## config.mk

```make
export PLATFORM = sky130hd
export DESIGN_NAME = exe_mem_stage_flat
export DESIGN_NICKNAME = d
export VERILOG_FILES = /design/src/rtl/exe_mem_stage_if.sv /design/src/rtl/exe_mem_stage.sv /design/src/flat_wrapper.sv
export SDC_FILE = /design/constraint.sdc
export NUM_CORES = 1
export LEC_CHECK = 0
export CAP_MARGIN = 20
export CORE_MARGIN = 3
export CORE_UTILIZATION = 30
export CTS_BUF_LIST = sky130_fd_sc_hd__clkbuf_4
export CTS_CLUSTER_DIAMETER = 200
export DETAILED_ROUTE_END_ITERATION = 8
export GPL_TIMING_DRIVEN = 0
export SETUP_SLACK_MARGIN = 0.4
export SLEW_MARGIN = 5
export SYNTH_ARGS = -nofsm -noshare
export SYNTH_HDL_FRONTEND = slang
export SYNTH_SLANG_ARGS = --single-unit
```

## constraint.sdc

```tcl
create_clock -name CLK -period 2.7 [get_ports CLK]
set_input_delay 0.81 -clock CLK [delete_from_list [all_inputs] [get_ports CLK]]
set_output_delay 0.81 -clock CLK [all_outputs]
set_load 0.02 [all_outputs]
```

## src/rtl/exe_mem_stage_if.sv

```systemverilog
// EX->MEM handshake and payload bundle for exe_mem_stage.
// master = environment (EX producer + MEM consumer), slave = the stage itself.
interface exe_mem_stage_if #(
  parameter int WIDTH = 32,
  parameter int RD_W  = 5
);
  logic             ValidE;
  logic             ReadyE;
  logic             FlushM;
  logic             RegWriteE;
  logic             MemWriteE;
  logic             JumpE;
  logic             JumpRegE;
  logic [1:0]       ResultSrcE;
  logic [WIDTH-1:0] AluResultE;
  logic [WIDTH-1:0] WriteDataE;
  logic [WIDTH-1:0] ImmExtE;
  logic [WIDTH-1:0] PCPlus4E;
  logic [RD_W-1:0]  RdE;

  logic             ValidM;
  logic             ReadyM;
  logic             RegWriteM;
  logic             MemWriteM;
  logic             JumpM;
  logic             JumpRegM;
  logic [1:0]       ResultSrcM;
  logic [WIDTH-1:0] AluResultM;
  logic [WIDTH-1:0] WriteDataM;
  logic [WIDTH-1:0] ImmExtM;
  logic [WIDTH-1:0] PCPlus4M;
  logic [RD_W-1:0]  RdM;

  modport master (
    output ValidE, FlushM, RegWriteE, MemWriteE, JumpE, JumpRegE, ResultSrcE,
           AluResultE, WriteDataE, ImmExtE, PCPlus4E, RdE, ReadyM,
    input  ReadyE, ValidM, RegWriteM, MemWriteM, JumpM, JumpRegM, ResultSrcM,
           AluResultM, WriteDataM, ImmExtM, PCPlus4M, RdM
  );

  modport slave (
    input  ValidE, FlushM, RegWriteE, MemWriteE, JumpE, JumpRegE, ResultSrcE,
           AluResultE, WriteDataE, ImmExtE, PCPlus4E, RdE, ReadyM,
    output ReadyE, ValidM, RegWriteM, MemWriteM, JumpM, JumpRegM, ResultSrcM,
           AluResultM, WriteDataM, ImmExtM, PCPlus4M, RdM
  );
endinterface

```

## src/rtl/exe_mem_stage.sv

```systemverilog
// EX->MEM pipeline register with valid/ready handshake and flush.
// Define EXMEM_SKID_EN for the two-entry skid buffer (registered ReadyE).
module exe_mem_stage #(
  parameter int WIDTH = 32,
  parameter int RD_W  = 5
) (
  input logic            CLK,
  input logic            RST_N,
  exe_mem_stage_if.slave bus
);

  typedef struct packed {
    logic             RegWrite;
    logic             MemWrite;
    logic             Jump;
    logic             JumpReg;
    logic [1:0]       ResultSrc;
    logic [WIDTH-1:0] AluResult;
    logic [WIDTH-1:0] WriteData;
    logic [WIDTH-1:0] ImmExt;
    logic [WIDTH-1:0] PCPlus4;
    logic [RD_W-1:0]  Rd;
  } payload_t;

  payload_t in_pl;
  payload_t main_q;
  logic     valid_m;

  always_comb begin
    in_pl           = '0;
    in_pl.RegWrite  = bus.RegWriteE;
    in_pl.MemWrite  = bus.MemWriteE;
    in_pl.Jump      = bus.JumpE;
    in_pl.JumpReg   = bus.JumpRegE;
    in_pl.ResultSrc = bus.ResultSrcE;
    in_pl.AluResult = bus.AluResultE;
    in_pl.WriteData = bus.WriteDataE;
    in_pl.ImmExt    = bus.ImmExtE;
    in_pl.PCPlus4   = bus.PCPlus4E;
    in_pl.Rd        = bus.RdE;
  end

`ifdef EXMEM_SKID_EN
  typedef enum logic [1:0] {EMPTY, BUSY, FULL} state_e;

  state_e   state_q;
  payload_t skid_q;

  // ReadyE depends on state only; RST_N gating keeps it low before the first reset edge
  assign bus.ReadyE = RST_N & (state_q != FULL);
  assign valid_m    = (state_q != EMPTY);

  always_ff @(posedge CLK) begin
    if (!RST_N) begin
      state_q <= EMPTY;
      main_q  <= '0;
      skid_q  <= '0;
    end else if (bus.FlushM) begin
      state_q <= EMPTY;
    end else begin
      unique case (state_q)
        EMPTY: begin
          if (bus.ValidE) begin
            main_q  <= in_pl;
            state_q <= BUSY;
          end
        end
        BUSY: begin
          if (bus.ValidE && bus.ReadyM) begin
            main_q <= in_pl;
          end else if (bus.ValidE) begin
            skid_q  <= in_pl;
            state_q <= FULL;
          end else if (bus.ReadyM) begin
            state_q <= EMPTY;
          end
        end
        FULL: begin
          if (bus.ReadyM) begin
            main_q  <= skid_q;
            state_q <= BUSY;
          end
        end
        default: state_q <= EMPTY;
      endcase
    end
  end
`else
  logic valid_q;

  assign bus.ReadyE = RST_N & (bus.ReadyM | ~valid_q);
  assign valid_m    = valid_q;

  always_ff @(posedge CLK) begin
    if (!RST_N) begin
      valid_q <= 1'b0;
      main_q  <= '0;
    end else if (bus.FlushM) begin
      valid_q <= 1'b0;
    end else if (bus.ValidE && bus.ReadyE) begin
      main_q  <= in_pl;
      valid_q <= 1'b1;
    end else if (bus.ReadyM) begin
      valid_q <= 1'b0;
    end
  end
`endif

  assign bus.ValidM     = valid_m;
  assign bus.RegWriteM  = main_q.RegWrite & valid_m;
  assign bus.MemWriteM  = main_q.MemWrite & valid_m;
  assign bus.JumpM      = main_q.Jump     & valid_m;
  assign bus.JumpRegM   = main_q.JumpReg  & valid_m;
  assign bus.ResultSrcM = main_q.ResultSrc;
  assign bus.AluResultM = main_q.AluResult;
  assign bus.WriteDataM = main_q.WriteData;
  assign bus.ImmExtM    = main_q.ImmExt;
  assign bus.PCPlus4M   = main_q.PCPlus4;
  assign bus.RdM        = main_q.Rd;

endmodule

```

## src/flat_wrapper.sv

```systemverilog
// flat-port wrapper written by rule: the top's interface ports become plain ports
module exe_mem_stage_flat 
#(
  parameter int WIDTH = 32,
  parameter int RD_W  = 5
)
  (CLK, RST_N, bus_ValidE, bus_FlushM, bus_RegWriteE, bus_MemWriteE, bus_JumpE, bus_JumpRegE, bus_ResultSrcE, bus_AluResultE, bus_WriteDataE, bus_ImmExtE, bus_PCPlus4E, bus_RdE, bus_ReadyM, bus_ReadyE, bus_ValidM, bus_RegWriteM, bus_MemWriteM, bus_JumpM, bus_JumpRegM, bus_ResultSrcM, bus_AluResultM, bus_WriteDataM, bus_ImmExtM, bus_PCPlus4M, bus_RdM);
  exe_mem_stage_if #(.WIDTH(WIDTH), .RD_W(RD_W)) bus_i ();
  input logic CLK;
  input logic RST_N;
  input wire logic [$bits(bus_i.ValidE)-1:0] bus_ValidE;
  input wire logic [$bits(bus_i.FlushM)-1:0] bus_FlushM;
  input wire logic [$bits(bus_i.RegWriteE)-1:0] bus_RegWriteE;
  input wire logic [$bits(bus_i.MemWriteE)-1:0] bus_MemWriteE;
  input wire logic [$bits(bus_i.JumpE)-1:0] bus_JumpE;
  input wire logic [$bits(bus_i.JumpRegE)-1:0] bus_JumpRegE;
  input wire logic [$bits(bus_i.ResultSrcE)-1:0] bus_ResultSrcE;
  input wire logic [$bits(bus_i.AluResultE)-1:0] bus_AluResultE;
  input wire logic [$bits(bus_i.WriteDataE)-1:0] bus_WriteDataE;
  input wire logic [$bits(bus_i.ImmExtE)-1:0] bus_ImmExtE;
  input wire logic [$bits(bus_i.PCPlus4E)-1:0] bus_PCPlus4E;
  input wire logic [$bits(bus_i.RdE)-1:0] bus_RdE;
  input wire logic [$bits(bus_i.ReadyM)-1:0] bus_ReadyM;
  output wire logic [$bits(bus_i.ReadyE)-1:0] bus_ReadyE;
  output wire logic [$bits(bus_i.ValidM)-1:0] bus_ValidM;
  output wire logic [$bits(bus_i.RegWriteM)-1:0] bus_RegWriteM;
  output wire logic [$bits(bus_i.MemWriteM)-1:0] bus_MemWriteM;
  output wire logic [$bits(bus_i.JumpM)-1:0] bus_JumpM;
  output wire logic [$bits(bus_i.JumpRegM)-1:0] bus_JumpRegM;
  output wire logic [$bits(bus_i.ResultSrcM)-1:0] bus_ResultSrcM;
  output wire logic [$bits(bus_i.AluResultM)-1:0] bus_AluResultM;
  output wire logic [$bits(bus_i.WriteDataM)-1:0] bus_WriteDataM;
  output wire logic [$bits(bus_i.ImmExtM)-1:0] bus_ImmExtM;
  output wire logic [$bits(bus_i.PCPlus4M)-1:0] bus_PCPlus4M;
  output wire logic [$bits(bus_i.RdM)-1:0] bus_RdM;
  assign bus_i.ValidE = bus_ValidE;
  assign bus_i.FlushM = bus_FlushM;
  assign bus_i.RegWriteE = bus_RegWriteE;
  assign bus_i.MemWriteE = bus_MemWriteE;
  assign bus_i.JumpE = bus_JumpE;
  assign bus_i.JumpRegE = bus_JumpRegE;
  assign bus_i.ResultSrcE = bus_ResultSrcE;
  assign bus_i.AluResultE = bus_AluResultE;
  assign bus_i.WriteDataE = bus_WriteDataE;
  assign bus_i.ImmExtE = bus_ImmExtE;
  assign bus_i.PCPlus4E = bus_PCPlus4E;
  assign bus_i.RdE = bus_RdE;
  assign bus_i.ReadyM = bus_ReadyM;
  assign bus_ReadyE = bus_i.ReadyE;
  assign bus_ValidM = bus_i.ValidM;
  assign bus_RegWriteM = bus_i.RegWriteM;
  assign bus_MemWriteM = bus_i.MemWriteM;
  assign bus_JumpM = bus_i.JumpM;
  assign bus_JumpRegM = bus_i.JumpRegM;
  assign bus_ResultSrcM = bus_i.ResultSrcM;
  assign bus_AluResultM = bus_i.AluResultM;
  assign bus_WriteDataM = bus_i.WriteDataM;
  assign bus_ImmExtM = bus_i.ImmExtM;
  assign bus_PCPlus4M = bus_i.PCPlus4M;
  assign bus_RdM = bus_i.RdM;
  exe_mem_stage #(.WIDTH(WIDTH), .RD_W(RD_W)) u_core (.CLK(CLK), .RST_N(RST_N), .bus(bus_i));
endmodule
```

After elaboration in Yosys (flattened, before gate mapping) --
Index checks and enable logic that the tools add are counted.
Word-level totals: bits of input ports 144, output and inout port bits 141, register bits 140
Operators by class: bitwise operators 9, reduce and logical (&&, ||, !) cells 4, muxes and demuxes 2
Operators by type and width (count):
- 1-bit bitwise AND | 5
- 1-bit inverter | 3
- 1-bit two-way mux | 2
- 2-bit AND reduction | 1
- 2-bit nonzero test | 1
- 2-bit OR reduction | 1
- 1-bit logical AND | 1
- 1-bit OR | 1

Longest topological paths before layout --
depth after elaboration 5, gate-level depth with buffers 7, gate-level depth less buffers 3

Worst setup path after synthesis --
OpenSTA, ideal clock, no wires.
kind input -> output, start point in RST_N, end point out bus_ReadyE, arrival time 1.738 ns, required time 1.890 ns, stages 4, setup slack 0.152 ns, cells stage by stage buf_2 clkbuf_1 buf_1 and2_1
Between the ends: longest elaborated chain between the ends 1
RTL lines:
- from (decl) | RTL line flat_wrapper.sv:10 | input logic RST_N;
- 1-bit bitwise AND | RTL line exe_mem_stage.sv:91 | assign bus.ReadyE = RST_N & (bus.ReadyM | ~valid_q);
- to (decl) | RTL line flat_wrapper.sv:24 | output wire logic [$bits(bus_i.ReadyE)-1:0] bus_ReadyE;
No other way between the ends.

Final worst setup path --
Ends and elaborated chain as after synthesis.

==> flow_metrics.py <==
metrics = {
    "sta": {
        "drv_slew": 0,
        "final.setup.tns_ps": 0,
        "clock-skew-final_ps": 14.1,
        "max_slew.worst_pin.slew_ps": 566,
        "timing.final.hold_violations": 0,
        "max_clock_freq_mhz": 431,
        "maxSlewHeadroom_pct": 62.3,
        "setup_violations": 0,
        "finalHoldWorstSlack_ps": 465,
        "grt_setup_unrepaired": "true",
        "period_share_pct": 85.9,
        "finalWorstPathRequiredPeriod_ps": 2320,
    },
    "synthesis": {
        "yosys-top-cells-area": "sky130_fd_sc_hd__dfxtp_1 (43%), sky130_fd_sc_hd__mux2i_1 (21%), sky130_fd_sc_hd__buf_4 (16%)",
        "synthAdderAreaFrac_pct": 0,
        "syn_area_per_cell_sq_um": 8.90,
        "synth_cells": 734,
        "synth-simple-area-share_pct": 8.79,
        "post_synth_instance_area_sq_um": 6530,
        "post_synth_mux_area_share_pct": 21.3,
        "net_count_synth": 878,
        "synth_top_family_by_area": "buffers and inverters",
        "synth_compound_gate_area_share_pct": 0.0766,
        "netlist.area_leader.share_pct": 42.9,
        "register_bit_total_from_synthesis": 140,
        "synthXorXnorAreaFrac_pct": 0,
        "yosysTopAreaCell": "sky130_fd_sc_hd__dfxtp_1",
        "yosysUniqueCellTypes": 13,
        "yosysWarningCount": 0,
        "synth_sequential_area_ratio_pct": 42.9,
    },
    "global_route": {
        "first_global_vias": 5039,
        "global_route.overflow_total": 0,
        "grt_util_all_layers_pct": 13.8,
        "grt_first_pass_wirelength_um": 26100,
        "grt_start_max_net_pins": 17,
        "initial_antenna_violation_count": 1,
    },
    "power_and_ir_drop": {
        "power_switching_mw": 1.27,
        "vdd_ir_drop_max_uv": 248,
        "power_frac_seq_pct": 50.1,
        "total_power_mw": 4.46,
        "p_leak_nw": 5.96,
        "power.share.clock_pct": 29.1,
        "p_per_area_nw_per_um2": 453,
        "switching_share_pct": 28.5,
        "internal-power_mw": 3.19,
        "power_frac_comb_pct": 20.8,
    },
    "worst_setup_path": {
        "type_of_destination_of_the_critical_path": "output port",
        "worstSetupPathType": "in2out",
        "worstPathMaxFanout": 10,
        "cp.arrival_ps": 1510,
        "critical_path.startpoint_type": "primary input",
        "cp.required_ps": 1890,
    },
    "layout": {
        "layout-area-overhead-vs-synth_pct": 50.7,
        "footprint_of_the_multi_input_gates_sq_um": 1980,
        "layout.nets": 1183,
        "fillers": 2202,
        "finish.utilization_pct": 46.4,
        "leading_cell_type_in_the_layout_fill_and_taps_excluded": "sky130_fd_sc_hd__clkdlybuf4s50_1",
        "final_cell_mix": "sky130_fd_sc_hd__clkdlybuf4s50_1 (141), sky130_fd_sc_hd__inv_1 (140)",
        "post_route_cells_drive_above_1_share_pct": 18.5,
        "sequential_cell_area_in_the_final_layout_sq_um": 2800,
    },
    "routing": {
        "route.vias.total": 5171,
        "avgViaCountPerCell": 3.89,
        "detail-route-antenna-nets": 0,
        "initialDrtViolationCount": 100,
        "remaining_drc_errors": 0,
        "drt_first_pass_iters": 4,
        "finalWirelength_um": 16700,
        "avgRoutedWirePerCell_um": 12.5,
    },
    "die": {
        "die-area_sq_um": 23600,
        "die_w_um": 154,
        "io-pin-count": 285,
        "fp-row-count": 53,
        "total_core_area_sq_um": 21200,
        "floorplan.die.height_um": 154,
        "floorplan.initialDensity_pct": 30.8,
    },
    "clock_tree": {
        "clockRootBuffer": "sky130_fd_sc_hd__clkbuf_4",
        "cts-root-to-sink-buffers": 2,
        "tritoncts_num_sinks": 140,
        "cts_tree": "done",
        "cts.reportedPaths.clkPinSlew_ps": 110,
        "cts-buffers-inserted": 17,
        "clk-insertion-delay-late_ps": 520,
        "h-tree-depth": 4,
    },
    "outcome": {
        "run_status": "finished clean",
    },
    "placement": {
        "detailedPlacementHpwl_um": 13000,
        "port_buffers": 283,
        "gpl.final_weighted_congestion": 0.728,
    },
    "run": {
        "maxCapViolations": 0,
    },
    "worst_hold_path": {
        "timing.hold.worst.class": "reg2reg",
    },
}
## cells by family after synthesis
kind of cell,after synthesis
mux,139
compound gates,1
simple gates,147
buf+inv,307
flops,140
## cells in the mapped netlist, drive strengths merged
library cell,number
buf,152
nand2,139
dfxtp,140
a21oi,1
inv,140
clkbuf,15
nand2b,2
mux2i,139
and2,5
or3b,1
## layer usage
layer / up-vias / GRT usage [%] / share of wire (%)
li1: 2676 / - / -
met1: 2321 / 16.1 / 43
met2: 165 / 23.7 / 48
met3: 9 / 5.94 / 8.3
met4: 0 / 2.82 / 0.82
met5: - / 0 / 0
## path summary, 6_finish.rpt
kind,start,end,slack (ps),depth (start not counted)
worst max register to register,u_core.bus.ValidM,u_core.bus.AluResultM[26],1020,7
worst min register to register,u_core.bus.ImmExtM[31],u_core.bus.ImmExtM[31],470,2
worst max-delay path,RST_N,bus_ReadyE,380,5
worst min-delay path,u_core.bus.ImmExtM[31],u_core.bus.ImmExtM[31],470,2
## repair_timing
action	in CTS	in global routing
pin swaps	0	0
endpoints found under the setup margin	141	5
hold buffers	0	0
buffers inserted	1	2
gates resized for setup	154	10
## critical path, cell delays in order
cell and delay (ps):
sky130_fd_sc_hd__buf_4 140, sky130_fd_sc_hd__buf_12 130, sky130_fd_sc_hd__buf_6 130, sky130_fd_sc_hd__and2_2 170
sky130_fd_sc_hd__buf_6 130
## flip-flops by register name, summed over array words and instances, names as in the netlist
| signal | cells |
|---|---|
| u_core.main_q | 4 |
| u_core.bus.ResultSrcM | 2 |
| u_core.bus.AluResultM | 32 |
| u_core.bus.ImmExtM | 32 |
| u_core.bus.PCPlus4M | 32 |
| u_core.bus.WriteDataM | 32 |
| u_core.bus.ValidM | 1 |
| u_core.bus.RdM | 5 |
## cell type report
cell class              count  area share, %
inverters                 140           5.34
clock inverters            13           1.19
clock buffers              19           1.45
repair buffers            286           27.1
well taps                 275           3.49
multi-input cells         287           20.1
diodes                      1         0.0254
flip-flops and latches    140           28.5
plain buffers             167           12.8
## through the flow
stage	setup WS (ps)	instance area, sq um	instances
floorplan	425	6540	734
global placement	-446	9720	1292
detailed placement	-442	9720	1292
CTS	225	9830	1325
global route	364	9850	1328
finish	381	9850	1328
## power groups by stage
stage | combinational, mW | sequential (mW) | clock [mW]
floorplan | 0.532 | 2.27 | 0
global placement | 1.01 | 2.28 | 0
detailed placement | 1.02 | 2.29 | 0
CTS | 0.942 | 2.24 | 1.37
global route | 1.00 | 2.25 | 1.45
finish | 0.929 | 2.24 | 1.30
(Power assumes the default switching activity.)
